**src/rtl/joy_port_select.sv**
```systemverilog
// Joystick adapter selection, debounce, presence gating and OSD combo detection
// for the user-port DB9/MD and DB15 readers.
module joy_port_select #(
   parameter logic [15:0] DEB_CYCLES = 16'd50000,
   parameter logic [23:0] OSD_HOLD   = 24'd5000000,
   parameter int unsigned PRES_BIT   = 4
) (
   input  logic        clk_sys,
   input  logic        reset_n,
   input  logic        db9md_det,
   input  logic [15:0] md_joy1,
   input  logic [15:0] md_joy2,
   input  logic [15:0] db15_joy1,
   input  logic [15:0] db15_joy2,
   output logic        md_mode,
   output logic        p1_present,
   output logic        p2_present,
   output logic [15:0] joy1,
   output logic [15:0] joy2,
   output logic [5:0]  joy_raw,
   output logic        osd_btn
);

   // OSD combo FSM
   //   state | meaning
   //   IDLE  | combo not held, hold timer reloaded
   //   HOLD  | combo held, hold timer counting down
   //   FIRE  | combo held long enough, osd_btn asserted until release
   typedef enum logic [1:0] {IDLE, HOLD, FIRE} osd_state_t;

   localparam logic [15:0] DEB_TOP = DEB_CYCLES - 16'd1;
   localparam logic [23:0] OSD_TOP = OSD_HOLD - 24'd1;

   logic [1:0]  det_sync;
   logic [15:0] src     [2];
   logic [15:0] raw_q   [2];
   logic [15:0] deb_q   [2];
   logic [15:0] deb_nxt [2];
   logic [15:0] cnt     [2];
   logic        p1_nxt;
   logic        p2_nxt;
   logic        en;

   osd_state_t  state, state_nxt;
   logic [23:0] hcnt, hcnt_nxt;
   logic        combo;

   always_ff @(posedge clk_sys or negedge reset_n) begin
      if (!reset_n) begin
         det_sync <= 2'b00;
         md_mode  <= 1'b0;
      end else begin
         det_sync <= {det_sync[0], db9md_det};
         if (det_sync[1]) md_mode <= 1'b1;
      end
   end

   assign src[0] = md_mode ? md_joy1 : db15_joy1;
   assign src[1] = md_mode ? md_joy2 : db15_joy2;

   always_comb begin
      for (int i = 0; i < 2; i++) begin
         deb_nxt[i] = (cnt[i] == DEB_TOP) ? raw_q[i] : deb_q[i];
      end
   end

   always_ff @(posedge clk_sys or negedge reset_n) begin
      if (!reset_n) begin
         for (int i = 0; i < 2; i++) begin
            raw_q[i] <= '0;
            deb_q[i] <= '0;
            cnt[i]   <= '0;
         end
      end else begin
         for (int i = 0; i < 2; i++) begin
            raw_q[i] <= src[i];
            deb_q[i] <= deb_nxt[i];
            if (src[i] != raw_q[i]) cnt[i] <= '0;
            else if (cnt[i] != DEB_TOP) cnt[i] <= cnt[i] + 16'd1;
         end
      end
   end

   // Presence looks at the word being debounced on this edge so the flag and
   // the debounced word land together; a duplicated P1 in MD mode never marks P2.
   assign p1_nxt = p1_present | deb_nxt[0][PRES_BIT];
   assign p2_nxt = p2_present |
                   (deb_nxt[1][PRES_BIT] & (~md_mode | ~deb_nxt[0][PRES_BIT]));
   assign en     = p1_present | p2_present;

   always_ff @(posedge clk_sys or negedge reset_n) begin
      if (!reset_n) begin
         p1_present <= 1'b0;
         p2_present <= 1'b0;
         joy1       <= '0;
         joy2       <= '0;
      end else begin
         p1_present <= p1_nxt;
         p2_present <= p2_nxt;
         joy1       <= en ? deb_q[0] : '0;
         joy2       <= en ? deb_q[1] : '0;
      end
   end

   assign joy_raw = joy1[5:0] | joy2[5:0];
   assign combo   = joy1[10] & joy1[6];

   always_comb begin
      state_nxt = state;
      hcnt_nxt  = hcnt;
      case (state)
         IDLE: begin
            hcnt_nxt = OSD_TOP;
            if (combo) state_nxt = HOLD;
         end
         HOLD: begin
            if (!combo) state_nxt = IDLE;
            else if (hcnt == 24'd0) state_nxt = FIRE;
            else hcnt_nxt = hcnt - 24'd1;
         end
         FIRE: begin
            if (!combo) state_nxt = IDLE;
         end
         default: state_nxt = IDLE;
      endcase
   end

   always_ff @(posedge clk_sys or negedge reset_n) begin
      if (!reset_n) begin
         state   <= IDLE;
         hcnt    <= '0;
         osd_btn <= 1'b0;
      end else begin
         state   <= state_nxt;
         hcnt    <= hcnt_nxt;
         osd_btn <= (state_nxt == FIRE);
      end
   end

endmodule
```
**config.mk**
```make
export PLATFORM = sky130hd
export DESIGN_NAME = joy_port_select
export DESIGN_NICKNAME = d
export VERILOG_FILES = /design/src/rtl/joy_port_select.sv
export SDC_FILE = /design/constraint.sdc
export NUM_CORES = 1
export LEC_CHECK = 0
export ABC_CLOCK_PERIOD_IN_PS = 3070
export CORE_UTILIZATION = 54
export CTS_CLUSTER_SIZE = 20
export DETAILED_ROUTE_END_ITERATION = 10
export GPL_TIMING_DRIVEN = 1
export PLACE_DENSITY = 0.8
export SYNTH_ARGS = -nofsm -noshare
export SYNTH_HDL_FRONTEND = slang
export SYNTH_SLANG_ARGS = --single-unit
export TNS_END_PERCENT = 10
```
**constraint.sdc**
```tcl
create_clock -name clk_sys -period 3.07 [get_ports clk_sys]
set_input_delay 0.614 -clock clk_sys [delete_from_list [all_inputs] [get_ports clk_sys]]
set_output_delay 0.614 -clock clk_sys [all_outputs]
set_load 0.1 [all_outputs]
```
== Word level (Yosys, flattened, before mapping) ==
Index checks and enable logic that the tools add are counted.
Word-level totals
  register bits: 160
  bits in latches: 0
  memory bits (writable): 0
  bits in read-only memories: 0
  input port bits: 67
  output and inout port bits: 42
  memories: 0
Operators by class
  add/subtract/negate cells: 3
  multiply operators: 0
  div/mod/pow operators: 0
  order comparisons: 0
  eq/ne operators: 11
  shift-type cells: 0
  multiplexer cells: 18
  bitwise gates (word level): 9
  reduce and logical (&&, ||, !) cells: 6
Operators by type and width (number)
  two-way mux 16 bit: 8
  two-way mux 24 bit: 2
  one-hot mux 24 bit (2 select lines): 1
  adder 16 x 1 -> 16 bit, second input constant: 2
  equality test 16 bit, second input constant: 2
  != test 16 bit: 2
  != test 16 bit, second input constant: 2
  zero test 24 bit: 1
  subtractor 24 x 1 -> 24 bit, second input constant: 1
  two-way mux 5 bit: 2
  two-way mux 2 bit: 4
  OR 6 bit: 1
  one-hot mux 2 bit (3 select lines): 1
  nonzero test 2 bit: 3
  equality test 2 bit, second input constant: 2
  != test 2 bit, second input constant: 2
  OR 1 bit: 4
  AND reduction 3 bit: 1
  AND 1 bit: 2
  equality test 2 x 1 -> 1 bit, second input constant: 1
  zero test 2 bit: 1
  inverter 1 bit: 2

== Depth between registers and ports, before layout ==
Gate-level depths: netlist of the first run.
  depth in word-level cells: 6
  depth in mapped cells: 9
  mapped depth without buffers: 7

== Worst setup path before layout of the first run ==
No wires, ideal clock.
  path kind: reg-to-reg
  start: reg md_mode
  end: reg cnt[10] (netlist bit)
  library setup time: 73 ps
  arrival time: 2928 ps
  required time: 2997 ps
  path slack: 70 ps
  stages on the path, launching flop included: 9
  cells stage by stage: dfrtp_1 -> clkbuf_1 -> clkbuf_1 -> mux2_2 -> xor2_1 -> nor4_1 -> nand4_1 -> clkbuf_1 -> nor2_1
RTL lines
  from (decl): RTL line 15  | output logic md_mode,
  from (signal assigned): RTL line 51  | md_mode <= 1'b0;
  from (signal assigned): RTL line 54  | if (det_sync[1]) md_mode <= 1'b1;
  to (signal, indexed assignment): RTL line 72  | cnt[i] <= '0;
  to (signal, indexed assignment): RTL line 78  | if (src[i] != raw_q[i]) cnt[i] <= '0;
  to (decl): RTL line 39  | logic [15:0] cnt [2];

== Worst setup path in the final report of the first run ==
  start: reg hcnt[6]
  end: reg hcnt[14]
Between the ends
  longest elaborated chain between the ends: 4
RTL lines
  from (decl): RTL line 45  | logic [23:0] hcnt, hcnt_nxt;
  from (signal assigned): RTL line 135  | hcnt <= hcnt_nxt;
  subtractor 24 x 1 -> 24 bit: RTL line 119  | else hcnt_nxt = hcnt - 24'd1;
  two-way mux 24 bit: RTL line 118  | else if (hcnt == 24'd0) state_nxt = FIRE;
  two-way mux 24 bit: RTL line 117  | if (!combo) state_nxt = IDLE;
  one-hot mux 24 bit (2 select lines): RTL line 111  | case (state)
Parallel ways exist; a longest one is shown, timed or not. The select of a mux whose other input is x is not followed.
A chain may end at the register's enable or synchronous reset.

==> results of run 1 <==
==> worst max-delay path by stage <==
stage | start | to | slack [ns] | depth (start not counted)
final | hcnt[6]$_DFFE_PN0P_ | hcnt[14]$_DFFE_PN0P_ | 0.44 | 5
after CTS | hcnt[6]$_DFFE_PN0P_ | hcnt[14]$_DFFE_PN0P_ | 0.46 | 5
after floorplan | md_mode$_DFFE_PN0P_ | cnt[10]$_DFFE_PN0P_ | 0.07 | 8
after global placement | hcnt[10]$_DFFE_PN0P_ | hcnt[21]$_DFFE_PN0P_ | 0.65 | 5
after detailed placement | hcnt[6]$_DFFE_PN0P_ | hcnt[23]$_DFFE_PN0P_ | 0.56 | 5
after global routing | hcnt[16]$_DFFE_PN0P_ | hcnt[23]$_DFFE_PN0P_ | 0.24 | 5
==> per-layer routing <==
| metal | up-vias | GRT usage [%] | wire length [um] |
|---|---|---|---|
| li1 | 2268 | - | - |
| met1 | 2381 | 28.99 | 6117 |
| met2 | 128 | 37.94 | 7168 |
| met3 | 27 | 5.916 | 614 |
| met4 | 0 | 11.62 | 371 |
| met5 | - | 0 | 0 |
==> state kept, by name, summed over array words and instances, names as in the netlist <==
signal / flops
cnt: 32
deb_q: 32
det_sync: 2
hcnt: 24
joy1: 16
joy2: 16
md_mode: 1
osd_btn: 1
p1_present: 1
p2_present: 1
raw_q: 32
state: 2
==> where the power goes <==
part | switching (mW) | internal [mW] | total, mW
logic | 0.0854 | 0.111 | 0.197
registers | 0.0157 | 2.13 | 2.15
clock network | 0.815 | 1.26 | 2.08
total | 0.916 | 3.51 | 4.42
==> worst max-delay path, cell delays in order (launching register included) <==
cell and delay [ns]:
dfrtp_1 0.40, or4_4 0.61, nor4_1 0.56, o211ai_1 0.23
o21ai_0 0.24, or3b_2 0.46
==> cell usage in the layout (no fill, tap or decap), types with 3 or more instances in the layout <==
master             n
nor4bb_1           4
o211ai_1           4
nand2_1           20
or4_4              3
inv_1              7
nor2_1            45
or3_1             15
a21oi_1           11
mux2_2            66
and3_1             9
nand2b_1           3
clkdlybuf4s50_1   65
xnor2_1           15
nor3_1            11
bufinv_16          3
clkbuf_16         17
ha_1               3
or2_2             13
nand3_1           16
buf_4             51
o21ai_0           11
or4_1              3
nor4_1            14
xor2_1            49
nand4_1           13
clkinv_2           6
nor2b_1           34
dfrtp_1          160
==> cell type report <==
| cell class | instances | area, um^2 |
|---|---|---|
| Fill cell | 901 | 3850 |
| Tap cell | 172 | 215.2 |
| Clock buffer | 19 | 432.9 |
| Clock inverter | 12 | 143.9 |
| Timing Repair Buffer | 119 | 1085 |
| Multi-Input combinational cell | 394 | 2910 |
| Inverter | 8 | 30.03 |
| Sequential cell | 160 | 4004 |
==> stage by stage <==
step	cell area [um^2]	setup WS [ns]	total power, mW
6_report	8821	0.4413	4.424
5_1_grt	8821	0.2432	4.574
4_1_cts	8821	0.4602	4.466
3_5_place_dp	8244	0.5620	2.385
3_3_place_gp	8244	0.6511	2.380
2_1_floorplan	7041	0.06953	2.239
==> cell families after synthesis <==
| group | count (synthesis) |
|---|---|
| AND/OR/NAND/NOR | 215 |
| flip-flops | 160 |
| multiplexers | 68 |
| XOR/XNOR | 64 |
| AO/OA/AOI/OAI | 44 |
| buffers and inverters | 30 |
| adder cells (fa/ha/maj) | 3 |
==> results_dict.tcl, run 1 <==
set metrics [dict create \
    fp.dieH_um 116.2 \
    seq_area_frac_synth_pct 56.87 \
    yosysWarnings 0 \
    dr.pass1.iters 4 \
    fmax_ghz 0.3804 \
    grt_pass1_vias 4853 \
    finalCritPeriodShare_pct 85.63 \
    finalWeightedCongestion 0.8281 \
    syn_inst 584 \
    slew_headroom_pct 51.74 \
    ctsLongestPathBuffers 2 \
    crit_path_end_kind "flop" \
    post-route-util_pct 69.62 \
    insertion_delay_ns 0.42 \
    rows 41 \
    hold_viol 0 \
    outcome "finished, final reports clean" \
    synth_xor_area_share_pct 7.962 \
    wirelength_um 14270 \
    ios 109 \
    hold_ws_ns 0.1708 \
    startpoint_type "flop" \
    fin_crit_ns 2.629 \
    drtIter0Drc 244 \
    wire_per_inst_um 16.14 \
    place_inst 853 \
    grt_overflow 0 \
    synthSimpleGateAreaFrac_pct 17.36 \
    portBuffers 108 \
    cts_root_buf "clkbuf_16" \
    grt_pass1_wl_um 23480 \
    yosysTopAreaCellShare_pct 56.87 \
    p_per_area_mw_per_mm2 501.5 \
    ys_async_sr_fraction_pct 100.0 \
    hold_class "input port to asynchronous set/reset pin" \
    grt_setup_unrepaired "no" \
    holdBufCountCts 0 \
    die_w_um 116.2 \
    finalSetupTns_ns 0 \
    synth_seq_cells 160 \
    synthTopCellsByArea "dfrtp_1 57%, mux2_2 11%, xor2_1 6.1%, nor2b_1 3.0%, nor2_1 2.5%" \
    finalNonFillerCells 884 \
    skew_ns 0.007276 \
    arrival_ns 2.92 \
    r2r_start "hcnt[6]$_DFFE_PN0P_" \
    drive_above_1_share_pct 24.44 \
    cts_resized 0 \
    leakage_nw 3.854 \
    avgSynthCellArea_um2 12.06 \
    final-setup-viol-count 0 \
    cts-htree-levels 4 \
    drc 0 \
    ant_nets 0 \
    path_class "flop to flop" \
    synth_top_family_by_area "simple AND/OR/NAND/NOR gates" \
    cts_inserted_buffers 17 \
    dieArea_mm2 0.01350 \
    num_vias 4804 \
    viasPerCell 5.434 \
    core_area_mm2 0.01267 \
    synth_compound_area_share_pct 4.603 \
    synth.area.mux_share_pct 10.84 \
    rrSetupSlack_ns 0.44 \
    cp_max_fo 10 \
    syn_to_final_growth_pct 25.29 \
    synth_edf_count 0 \
    grt_max_degree 69 \
    nets 770 \
    synth.cell_area_mm2 0.007041 \
    antenna_found_initial 0 \
    antenna_cells 0 \
    cp.required_ns 3.36 \
    post_cts_buffers 0 \
    reg2reg_to "hcnt[14]$_DFFE_PN0P_" \
    drv_cap 0 \
    start_util_pct 55.56 \
    syn_nets 654 \
    synth_top_area_cell "dfrtp_1" \
    cts.sinks 160 \
    worstMarginPinSlew_ns 0.7231 \
    dp_hpwl_um 10100 \
    cts_tree "yes" \
    yosysMostFrequentCell "dfrtp_1" \
    synth-main-ff-cell "dfrtp_1" \
    grt_use_total_pct 23.26 \
    cts.clk_slew.worst_paths_ns 0.06 \
    synthAdderAreaFrac_pct 0.5331 \
    slew_violations 0 \
    reg2reg_depth 5 \
    yosys-top-cells-count "160 x dfrtp_1, 66 x mux2_2, 49 x xor2_1" \
    peakVddDrop_v 0.0003123 \
    synth_cell_types 53 \
]
No activity file was read; power rests on OpenSTA's default activity.
==> inputs of run 2 (changes only) <==
Settings changed: MAX_ROUTING_LAYER set to met4, PLACE_DENSITY 0.8 to 0.86.
==> run 2 against run 1 <==
Power increased by 2.0%; cell area increased by 0.21%; non-clock buffer count decreased by 3; wire length increased by 4.1%; setup slack improved by 0.11 ns; utilization increased by 0.15 points; combinational power about the same; first-iteration DRC count increased by 10%; hold slack got worse by 0.063 ns; die area unchanged; global-route usage increased by 1.5 points; sequential power about the same; highest routed layer unchanged.
==> results_dict.tcl, run 2 (synthesis gave the netlist of run 1 again) <==
set metrics [dict create \
    outcome "finished, final reports clean" \
    num_vias 4886 \
    worstMarginPinSlew_ns 0.7308 \
    insertion_delay_ns 0.43 \
    startpoint_type "flop" \
    cts.clk_slew.worst_paths_ns 0.06 \
    cts-htree-levels 4 \
    cts_root_buf "clkbuf_16" \
    grt_max_degree 88 \
    drc 0 \
    ios 109 \
    slew_headroom_pct 51.10 \
    fill_cells 847 \
    total_power_mw 4.512 \
    mostFrequentLayoutCells "160 x dfrtp_1, 66 x mux2_2, 65 x clkdlybuf4s50_1" \
    dr.pass1.iters 5 \
    post_cts_buffers 0 \
    p_per_area_mw_per_mm2 510.4 \
    skew_ns 0.01228 \
    hold_viol 0 \
    syn_to_final_growth_pct 25.56 \
    ant_nets 0 \
    cts_tree "yes" \
    cts_resized 0 \
    core_area_mm2 0.01267 \
    grt_setup_unrepaired "no" \
    max_stage_delay_ns 0.61 \
    cts.sinks 160 \
    setup_slack_ns 0.5464 \
    final_common_cell "dfrtp_1" \
    rows 41 \
    grt_pass1_wl_um 24220 \
    finalWeightedCongestion 0.8424 \
    holdBufCountCts 0 \
    cp.required_ns 3.34 \
    fin_crit_ns 2.524 \
    hold_class "input port to asynchronous set/reset pin" \
    fmax_ghz 0.3963 \
    grt_overflow 0 \
    fp.dieH_um 116.2 \
    crit_path_end_kind "flop" \
    dieArea_mm2 0.01350 \
    ctsLongestPathBuffers 2 \
    wire_per_inst_um 16.90 \
    dp_hpwl_um 10200 \
    finalSetupTns_ns 0 \
    antenna_found_initial 0 \
    largestRegisters "cnt x32, deb_q x32, raw_q x32" \
    nets 767 \
    grt_pass1_vias 5060 \
    path_cells "or4_4, or4_1, o211ai_1, or3_1, a21oi_1" \
    leakage_nw 3.853 \
    drtIter0Drc 269 \
    die_w_um 116.2 \
    hold_ws_ns 0.1076 \
    path_class "flop to flop" \
    cp_slowest_cell "or4_4" \
    antenna_cells 0 \
    peakVddDrop_v 0.0003909 \
    portBuffers 108 \
    post-route-util_pct 69.76 \
    cts_inserted_buffers 17 \
    cp_max_fo 10 \
    finalCritPeriodShare_pct 82.20 \
    start_util_pct 55.56 \
    grt_use_total_pct 24.71 \
    viasPerCell 5.559 \
    place_ws_ns 0.6094 \
    drive_above_1_share_pct 24.05 \
    slew_violations 0 \
    drv_cap 0 \
    wirelength_um 14860 \
    final-setup-viol-count 0 \
    arrival_ns 2.79 \
]
## run 2: cell types whose count changed in the layout (fill, tap and decap cells not counted), sizes merged
| cell | previous run | this run |
|---|---|---|
| inv | 7 | 8 |
| clkinv | 8 | 4 |
| buf | 54 | 51 |
| bufinv | 3 | 4 |
## run 2: path summary, 6_finish.rpt
path | startpoint | slack [ns] | endpoint | depth (start not counted)
max in group asynchronous | reset_n | 2.17 | joy2[12]$_DFF_PN0_ | 2
worst min-delay path | reset_n | 0.11 | hcnt[6]$_DFFE_PN0P_ | 1
worst max-delay path | hcnt[6]$_DFFE_PN0P_ | 0.55 | hcnt[17]$_DFFE_PN0P_ | 5
min in group clk_sys | det_sync[0]$_DFF_PN0_ | 0.37 | det_sync[1]$_DFF_PN0_ | 0
worst min register to register | det_sync[0]$_DFF_PN0_ | 0.37 | det_sync[1]$_DFF_PN0_ | 0
worst max register to register | hcnt[6]$_DFFE_PN0P_ | 0.55 | hcnt[17]$_DFFE_PN0P_ | 5
## run 2: area by class of cell
type	count	area, um^2	share of cell area, %
repair buffers	116	1075	12.16
multi-input cells	394	2910	32.92
well taps	172	215.2	2.435
clock inverters	10	162.7	1.840
inverters	8	30.03	0.3397
flip-flops and latches	160	4004	45.29
clock buffers	19	442.9	5.011
## run 2: report_power, final
group,leakage [nW],internal [mW],switching [mW]
combinational,1.48,0.112,0.0865
sequential,2.08,2.13,0.0173
clock,0.291,1.37,0.796
total,3.85,3.61,0.900
## run 2: layer usage
metal	wire length, um	share of wire, %	up-vias	track usage (%)
met3	580	3.9	20	5.605
met4	235	1.6	0	8.974
met1	6318	43	2475	29.72
met2	7723	52	130	40.99
met5	0	0	-	-
li1	-	-	2261	-
## run 2: critical path: cells and delay by family (launching register included)
family,cells,cell delay [ns]
AND/OR/NAND/NOR,3,1.40
flip-flops,1,0.40
AO/OA/AOI/OAI,2,0.57
## run 2: stage by stage
| stage | cells | cell area, um^2 |
|---|---|---|
| after floorplan | 584 | 7041 |
| after global placement | 850 | 8234 |
| after detailed placement | 850 | 8234 |
| after CTS | 879 | 8840 |
| after global routing | 879 | 8840 |
| final | 879 | 8840 |
==> inputs of run 3 (changes only) <==
Settings changed: ABC_CLOCK_PERIOD_IN_PS 3070 to 2100, CORE_UTILIZATION 54 to 49, PLACE_DENSITY 0.86 to 0.83.
Clock period 3.07 ns to 2.1 ns, I/O delays scaled along.
==> run 3 against run 2 <==
The flow now finishes with violations (setup timing); critical path type unchanged; non-clock buffer count up 44; first-iteration DRC count up 5.2%; largest cell class unchanged; wire length up 7.8%.
==> results_dict.tcl, run 3 (synthesis gave the netlist of run 1 again) <==
set metrics [dict create \
    mostFrequentLayoutCells "157 x dfrtp_1, 83 x buf_4, 65 x clkdlybuf4s50_1" \
    wirelength_um 16020 \
    drc 0 \
    final_common_cell "dfrtp_1" \
    dieArea_mm2 0.01485 \
    grt_pass1_wl_um 26120 \
    cp.required_ns 2.46 \
    max_stage_delay_ns 0.59 \
    hold_class "flop to flop" \
    core_area_mm2 0.01393 \
    insertion_delay_ns 0.43 \
    whs_path_depth 0 \
    grt_overflow 0 \
    drive_above_1_share_pct 31.03 \
    leakage_nw 4.123 \
    cts.clk_slew.worst_paths_ns 0.06 \
    antenna_cells 0 \
    finalCritPeriodShare_pct 109.3 \
    die_w_um 121.9 \
    ctsLongestPathBuffers 2 \
    largestRegisters "cnt x32, deb_q x32, raw_q x32" \
    slew_violations 0 \
    cts_root_buf "clkbuf_16" \
    grt_use_total_pct 23.82 \
    crit_path_end_kind "flop" \
    peakVddDrop_v 0.0004964 \
    outcome "complete, but fails checks" \
    ios 109 \
    violations "setup timing" \
    arrival_ns 2.66 \
    reg2reg_depth 5 \
    dr.pass1.iters 4 \
    drtIter0Drc 283 \
    startpoint_type "flop" \
    antenna_found_initial 0 \
    hold_ws_ns 0.3530 \
    seq_power_share_pct 47.4 \
    setup_slack_ns -0.1953 \
    grt_max_degree 51 \
    syn_to_final_growth_pct 33.14 \
    dp_hpwl_um 10860 \
    place_ws_ns -0.1756 \
    rows 43 \
    worstMarginPinSlew_ns 0.5372 \
    path_class "flop to flop" \
    cp_slowest_cell "or4_4" \
    cts-htree-levels 4 \
    crit_buf_inv 0 \
    skew_ns 0.009534 \
    grt_pass1_vias 5375 \
    hold_viol 0 \
    ant_nets 0 \
    slew_headroom_pct 63.91 \
    start_util_pct 50.53 \
    wire_per_inst_um 17.15 \
    fin_crit_ns 2.295 \
    nets 811 \
    fmax_ghz 0.4357 \
    cts_inserted_buffers 17 \
    fp.dieH_um 121.9 \
    combPwrFrac_pct 4.8 \
    cts.sinks 160 \
    p_per_area_mw_per_mm2 707.8 \
    drv_cap 0 \
    viasPerCell 5.495 \
    cp_max_fo 7 \
    critPathTopFamily "simple AND/OR/NAND/NOR gates" \
    pwr-share-clk_pct 47.8 \
    power_switching_mw 1.402 \
    final-setup-viol-count 29 \
    finalWeightedCongestion 0.8670 \
    fill_cells 942 \
    num_vias 5132 \
    portBuffers 108 \
    switching_share_pct 21.13 \
    path_cells "or4_4, or4_4, or3_1, or3_1, nand3_1" \
    path_depth 5 \
    cts_tree "yes" \
    grt_setup_unrepaired "yes" \
    p_int_mw 5.233 \
]
[run 3: repair_timing]
action | CTS | global route
endpoints found under the setup margin | 53 | 56
hold buffers | 1 | 0
resized for setup | 15 | 8
hold endpoints to repair | 47 | 0
pin swaps | 7 | 2
buffers inserted | 3 | 1
[run 3: layout make-up]
type	instances	area, um^2	share of cell area, %
Sequential cell	160	4010	42.78
Multi-Input combinational cell	394	3025	32.27
Timing Repair Buffer	160	1469	15.67
Clock buffer	20	456.7	4.872
Tap cell	180	225.2	2.403
Clock inverter	12	157.7	1.682
Inverter	8	30.03	0.3203
[run 3: power groups by stage]
stage          sequential, mW  combinational, mW  clock (mW)
2_1_floorplan            3.19             0.0858           0
3_3_place_gp             3.19              0.298           0
3_5_place_dp             3.20              0.307           0
4_1_cts                  3.14              0.322        3.21
5_1_grt                  3.14              0.352        3.34
6_report                 3.14              0.320        3.17
[run 3: layer usage]
layer | part of all wire [%] | up-vias | global-route usage, % | routed length, um
met4 | 2.0 | 0 | 10.49 | 327
met5 | 0 | - | - | 0
li1 | - | 2354 | - | -
met2 | 52 | 142 | 37.78 | 8277
met1 | 42 | 2609 | 29.50 | 6720
met3 | 4.3 | 27 | 4.916 | 690
[run 3: worst paths after layout]
path / from / endpoint / slack [ns]
max: hcnt[3]$_DFFE_PN0P_ / hcnt[10]$_DFFE_PN0P_ / -0.20
min in group asynchronous: reset_n / deb_q[6]$_DFFE_PN0N_ / 0.51
min reg2reg: det_sync[0]$_DFF_PN0_ / det_sync[1]$_DFF_PN0_ / 0.35
max reg2reg: hcnt[3]$_DFFE_PN0P_ / hcnt[10]$_DFFE_PN0P_ / -0.20
min: det_sync[0]$_DFF_PN0_ / det_sync[1]$_DFF_PN0_ / 0.35
max in group asynchronous: reset_n / md_mode$_DFFE_PN0P_ / 0.96
[run 3: stage by stage]
step	instances	setup TNS, ns	instance area (um^2)	total power [mW]	util [%]
after CTS	933	-2.360	9335	6.672	66.99
after floorplan	584	-8.375	7143	3.277	-
after detailed placement	897	-5.211	8616	3.504	61.83
after global placement	897	-2.661	8616	3.492	61.83
after global routing	934	-6.340	9374	6.836	67.27
final	934	-2.671	9374	6.635	67.27
[run 3: worst register-to-register path, cell delays in order (launching register included)]
cell     delay, ns
dfrtp_1       0.38
or4_4         0.59
or4_4         0.49
or3_1         0.34
or3_1         0.36
nand3_1       0.07
